### config.mk
export PLATFORM = sky130hd
export DESIGN_NAME = adrv9001_enable_sequencer
export DESIGN_NICKNAME = d
export VERILOG_FILES = /design/src/rtl/adrv9001_pkg.sv /design/src/rtl/adrv9001_dwell_counter.sv /design/src/rtl/adrv9001_enable_sequencer.sv
export SDC_FILE = /design/constraint.sdc
export NUM_CORES = 1
export LEC_CHECK = 0
export CORE_MARGIN = 3
export CORE_UTILIZATION = 43
export CTS_BUF_LIST = sky130_fd_sc_hd__clkbuf_16
export CTS_CLUSTER_DIAMETER = 40
export CTS_CLUSTER_SIZE = 20
export DETAILED_ROUTE_END_ITERATION = 10
export HOLD_SLACK_MARGIN = 0.1
export PLACE_DENSITY = 0.77
export SYNTH_ARGS = -nofsm -noshare
export SYNTH_HDL_FRONTEND = slang
export SYNTH_HIERARCHICAL = 1
export SYNTH_SLANG_ARGS = --single-unit
### constraint.sdc
create_clock -name clk -period 2.5 [get_ports clk]
set_input_delay 0.625 -clock clk [delete_from_list [all_inputs] [get_ports clk]]
set_output_delay 0.625 -clock clk [all_outputs]
set_load 0.005 [all_outputs]
### src/rtl/adrv9001_pkg.sv
// Shared types and constants for the ADRV9001 enable sequencers.
package adrv9001_pkg;

  localparam int ADRV9001_EN_CNT_W = 16;

  // Sequencer states; encodings 5..7 are unused and recover to IDLE.
  typedef enum logic [2:0] {
    EN_IDLE   = 3'd0,
    EN_SETUP  = 3'd1,
    EN_ACTIVE = 3'd2,
    EN_HOLD   = 3'd3,
    EN_GUARD  = 3'd4
  } adrv9001_en_state_t;

endpackage

### src/rtl/adrv9001_dwell_counter.sv
// Load/decrement dwell counter. A load of 0 is treated as 1, and the count
// parks at 1 so it never wraps; done is high once the last dwell cycle is reached.
module adrv9001_dwell_counter
  import adrv9001_pkg::*;
#(
  parameter int CNT_W = ADRV9001_EN_CNT_W
) (
  input  logic             clk,
  input  logic             rst,
  input  logic             load,
  input  logic [CNT_W-1:0] load_value,
  output logic             done
);

  logic [CNT_W-1:0] count_reg;

  // Load on state entry, otherwise count down towards 1 and stop there.
  always_ff @(posedge clk or posedge rst) begin
    if (rst) begin
      count_reg <= '0;
    end else if (load) begin
      count_reg <= (load_value == '0) ? CNT_W'(1) : load_value;
    end else if (count_reg > CNT_W'(1)) begin
      count_reg <= count_reg - CNT_W'(1);
    end
  end

  assign done = (count_reg <= CNT_W'(1));

endmodule

### src/rtl/adrv9001_enable_sequencer.sv
// Per-channel enable sequencer: pin enable, setup dwell, data window,
// hold dwell, then a guard time before the pin may be raised again.
module adrv9001_enable_sequencer
  import adrv9001_pkg::*;
#(
  parameter int CNT_W = ADRV9001_EN_CNT_W
) (
  input  logic             clk,
  input  logic             rst,
  input  logic             en_req,
  input  logic [CNT_W-1:0] setup_cycles,
  input  logic [CNT_W-1:0] hold_cycles,
  input  logic [CNT_W-1:0] guard_cycles,
  output logic             enable,
  output logic             data_en,
  output logic             busy,
  output logic [2:0]       state,
  output logic             active_pulse,
  output logic             abort_pulse
);

  adrv9001_en_state_t state_reg, state_next;
  logic               load;
  logic [CNT_W-1:0]   load_value;
  logic               dwell_done;
  logic               active_next, abort_next;
  logic               enable_reg, data_en_reg, busy_reg;
  logic               active_pulse_reg, abort_pulse_reg;

  adrv9001_dwell_counter #(
    .CNT_W(CNT_W)
  ) u_dwell (
    .clk        (clk),
    .rst        (rst),
    .load       (load),
    .load_value (load_value),
    .done       (dwell_done)
  );

  // Next-state decision; the dwell counter is loaded on entry to every timed state.
  always_comb begin
    state_next  = state_reg;
    load        = 1'b0;
    load_value  = '0;
    active_next = 1'b0;
    abort_next  = 1'b0;
    case (state_reg)
      EN_IDLE: begin
        if (en_req) begin
          state_next = EN_SETUP;
          load       = 1'b1;
          load_value = setup_cycles;
        end
      end
      EN_SETUP: begin
        // A withdrawn request beats an expiring dwell; no data passed, so skip HOLD.
        if (!en_req) begin
          state_next = EN_GUARD;
          load       = 1'b1;
          load_value = guard_cycles;
          abort_next = 1'b1;
        end else if (dwell_done) begin
          state_next  = EN_ACTIVE;
          active_next = 1'b1;
        end
      end
      EN_ACTIVE: begin
        if (!en_req) begin
          state_next = EN_HOLD;
          load       = 1'b1;
          load_value = hold_cycles;
        end
      end
      EN_HOLD: begin
        if (dwell_done) begin
          state_next = EN_GUARD;
          load       = 1'b1;
          load_value = guard_cycles;
        end
      end
      EN_GUARD: begin
        if (dwell_done) begin
          state_next = EN_IDLE;
        end
      end
      default: state_next = EN_IDLE;
    endcase
  end

  // State and outputs are registered together so they always agree with each other.
  always_ff @(posedge clk or posedge rst) begin
    if (rst) begin
      state_reg        <= EN_IDLE;
      enable_reg       <= 1'b0;
      data_en_reg      <= 1'b0;
      busy_reg         <= 1'b0;
      active_pulse_reg <= 1'b0;
      abort_pulse_reg  <= 1'b0;
    end else begin
      state_reg        <= state_next;
      enable_reg       <= (state_next == EN_SETUP) || (state_next == EN_ACTIVE) ||
                          (state_next == EN_HOLD);
      data_en_reg      <= (state_next == EN_ACTIVE);
      busy_reg         <= (state_next != EN_IDLE);
      active_pulse_reg <= active_next;
      abort_pulse_reg  <= abort_next;
    end
  end

  assign enable       = enable_reg;
  assign data_en      = data_en_reg;
  assign busy         = busy_reg;
  assign state        = state_reg;
  assign active_pulse = active_pulse_reg;
  assign abort_pulse  = abort_pulse_reg;

endmodule
==> reports/results.txt <==
Clock Tree Buf Depth = 2
WP buf/inv = 3
clk sink count = 24
Worst Skew = 0.004681 ns
initial antenna violation count = 0
pwr/cell area = 261.3 nW/um^2
Max-Cap Viols = 0
antenna cells = 0
Pint = 0.6794 mW
Routed Antenna Nets = 0
Critical Path Max Stage Delay = 0.43 ns
CTS tree = yes
metal1 wirelength = 2613 um
Worst VDD drop = 0.0002281 V
P&R area growth vs syn = 68.02%
logic gate share of total power = 13.5%
setup violators final = 7
Slew @ Worst Pin = 0.6178 ns
Core Area = 4173 um^2
post-layout util = 78.29%
uppermost layer routed = met4
fin crit period = 2.649 ns
FP Rows = 23
WL met2 = 3196 um
Worst EP required = 2.64 ns
fin cells = 375
register area share after synthesis = 30.89%
vias post-DR = 2100
f_max = 377.5 MHz
Seq pwr share = 45.5%
clock share of power = 41.0%
net count after synthesis = 272
drt wl/cell = 16.87 um
Placer Congestion = 0.8295
Final Cell Area = 3267 um^2
Setup CP Type = register to register
CTS Root Cell = clkbuf_16
Sw Ratio = 20.42%
CP Data Arrival Time = 2.79 ns
fin. max-slew vios = 0
Final WS setup = -0.1488 ns
layout net count = 379
Crit path max-delay family = simple AND/OR/NAND/NOR gates
area of the die = 5365 um^2
Netlist cell types = 52
HPWL Detailed = 4204 um
CP Launch Type = register
Slew headroom = 58.77%
placed cell area = 2856 um^2
outcome = complete, but fails checks
Detailed Routing Iterations Pass 1 = 5
Via density = 5.600
critical-path cell list = inv_2, ha_4, nor2_4, nor4b_4, nand2_4, clkinv_4, or2b_4, buf_4, nand4_1, a21oi_2, nor4_4, a41oi_4, and2b_1, a21oi_2
critical path endpoint category = register
layout cells sized above 1 = 32.00%
P_sw = 0.1743 mW
Final Cycle Share = 106.0%
total track usage = 22.89%
largest net degree at the start of global routing = 21
die width = 73.25 um
# DRC = 0
# IOs = 59
CTS clk-pin slew, worst paths = 0.06 ns
Tightest Hold Check Type = input pin to async pin
max reg flops = 16
synthesized area = 1944 um^2
vias in the first global route = 2125
overall routed net length = 6328 um
RSZ-0062 raised after global routing = true
post-synth top area share = 30.89%
top area cells in the synthesized netlist = dfrtp_1 (31%), a22oi_1 (5.8%), o21ai_2 (4.5%)
die height = 73.25 um
flops & latches, synth = 24
Gate Count Post-Synth = 219
leak pwr = 1.372 nW
input/output buffers = 58
total CTS buffers = 3
WL met3 = 322 um
worst skew pair latency = 0.26 ns
Placed Cells incl. Taps = 357
Starting Density = 46.60%
synthesized area per cell = 8.878 um^2
crit path max fanout = 7
Synth Warn # = 6
Fillers = 248
violations in the final reports = negative setup slack
Most common cell on crit path = a21oi_2
final hold vios = 0
sum of negative setup slack = -0.6555 ns
Detailed Route Iter0 Violations = 133
GRT overflow = 0
first-pass GRT wire length = 9618 um
Synth area leader = dfrtp_1
htree depth = 1
highest-delay cell along the critical path = dfrtp_1
-- through the flow --
stage          setup slack, ns  hold WS [ns]  total power [mW]
2_1_floorplan          -0.1253        0.4407            0.4196
6_report               -0.1488        0.6452            0.8537
4_1_cts               -0.01315        0.6517            0.8539
3_5_place_dp           -0.3674        0.6640            0.5043
3_3_place_gp           -0.3259        0.6569            0.5035
5_1_grt                -0.3049        0.6850            0.8807
-- layer usage --
metal  GRT usage [%]  vias to the layer above
li1                -                     1002
met4           9.426                        0
met5               0                        -
met2           37.93                       96
met1           30.15                      982
met3           2.479                       20
-- kinds of logic after synthesis --
kind of cell,after synthesis,share of synthesized area (%)
simple gates,82,28.51
compound gates,62,22.39
buf+inv,33,9.459
flops,24,30.89
xor+xnor,13,5.856
mux,3,1.609
fa+ha+maj,2,1.287
-- worst paths after layout --
kind | startpoint | slack (ns) | cells after the start | endpoint
max | u_dwell/count_reg[0] | -0.15 | 14 | u_dwell/count_reg[0]
min | rst | 0.65 | 2 | state[2]
max reg2reg | u_dwell/count_reg[0] | -0.15 | 14 | u_dwell/count_reg[0]
min reg2reg | u_dwell/count_reg[13] | 0.70 | 2 | u_dwell/count_reg[13]
max in group asynchronous | rst | 1.33 | 2 | u_dwell/count_reg[7]
min in group clk | u_dwell/count_reg[13] | 0.70 | 2 | u_dwell/count_reg[13]
-- power groups by stage --
| stage | combinational, mW | clock, mW | sequential (mW) |
|---|---|---|---|
| final | 0.115 | 0.350 | 0.388 |
| after global routing | 0.124 | 0.369 | 0.388 |
| after CTS | 0.113 | 0.353 | 0.388 |
| after detailed placement | 0.109 | 0 | 0.396 |
| after global placement | 0.108 | 0 | 0.396 |
| after floorplan | 0.0240 | 0 | 0.396 |
-- layout by cell type (no fill, tap or decap), types with 7 or more instances in the layout --
master	instances
nand2_1	19
inv_1	17
o21ai_4	10
clkdlybuf4s50_1	57
o21ai_0	8
nand4_1	7
buf_4	52
xnor2_1	7
dfrtp_1	24
a22oi_1	13
nor2_1	13
-- cell usage after synthesis, drive strengths merged --
cell / number
o21ai: 25
dfrtp: 24
nand2: 21
inv: 19
a22oi: 16
nor2: 14
buf: 10
a21oi: 8
nor4: 8
nand4: 7
xnor2: 7
nand3b: 6
xor2: 6
a21o: 4
nand3: 4
nand4bb: 4
nor2b: 3
nor4b: 3
and2b: 2
and3: 2
clkbuf: 2
clkinv: 2
ha: 2
mux2i: 2
nand2b: 2
o2111ai: 2
a21boi: 1
a31oi: 1
a41oi: 1
and4b: 1
mux2: 1
nor3: 1
nor3b: 1
o211a: 1
o211ai: 1
o31a: 1
o31ai: 1
or2b: 1
or3: 1
or4: 1
-- timing repair --
action / CTS / global route
endpoints found under the setup margin: 7 / 10
hold endpoints to repair: 0 / 0
setup buffers: 11 / 2
hold buffers: 0 / 0
gates resized for setup: 25 / 14
pin swaps: 9 / 12
gates cloned: 1 / 0
-- final cells by class --
type | instances | area [um^2] | area share [%]
Timing Repair Buffer | 114 | 1040 | 31.83
Multi-Input combinational cell | 162 | 1400 | 42.86
Clock inverter | 1 | 3.754 | 0.1149
Inverter | 21 | 85.08 | 2.604
Sequential cell | 24 | 600.6 | 18.38
Clock buffer | 3 | 75.07 | 2.298
Tap cell | 50 | 62.56 | 1.915
Power figures use the tool's default switching activity.
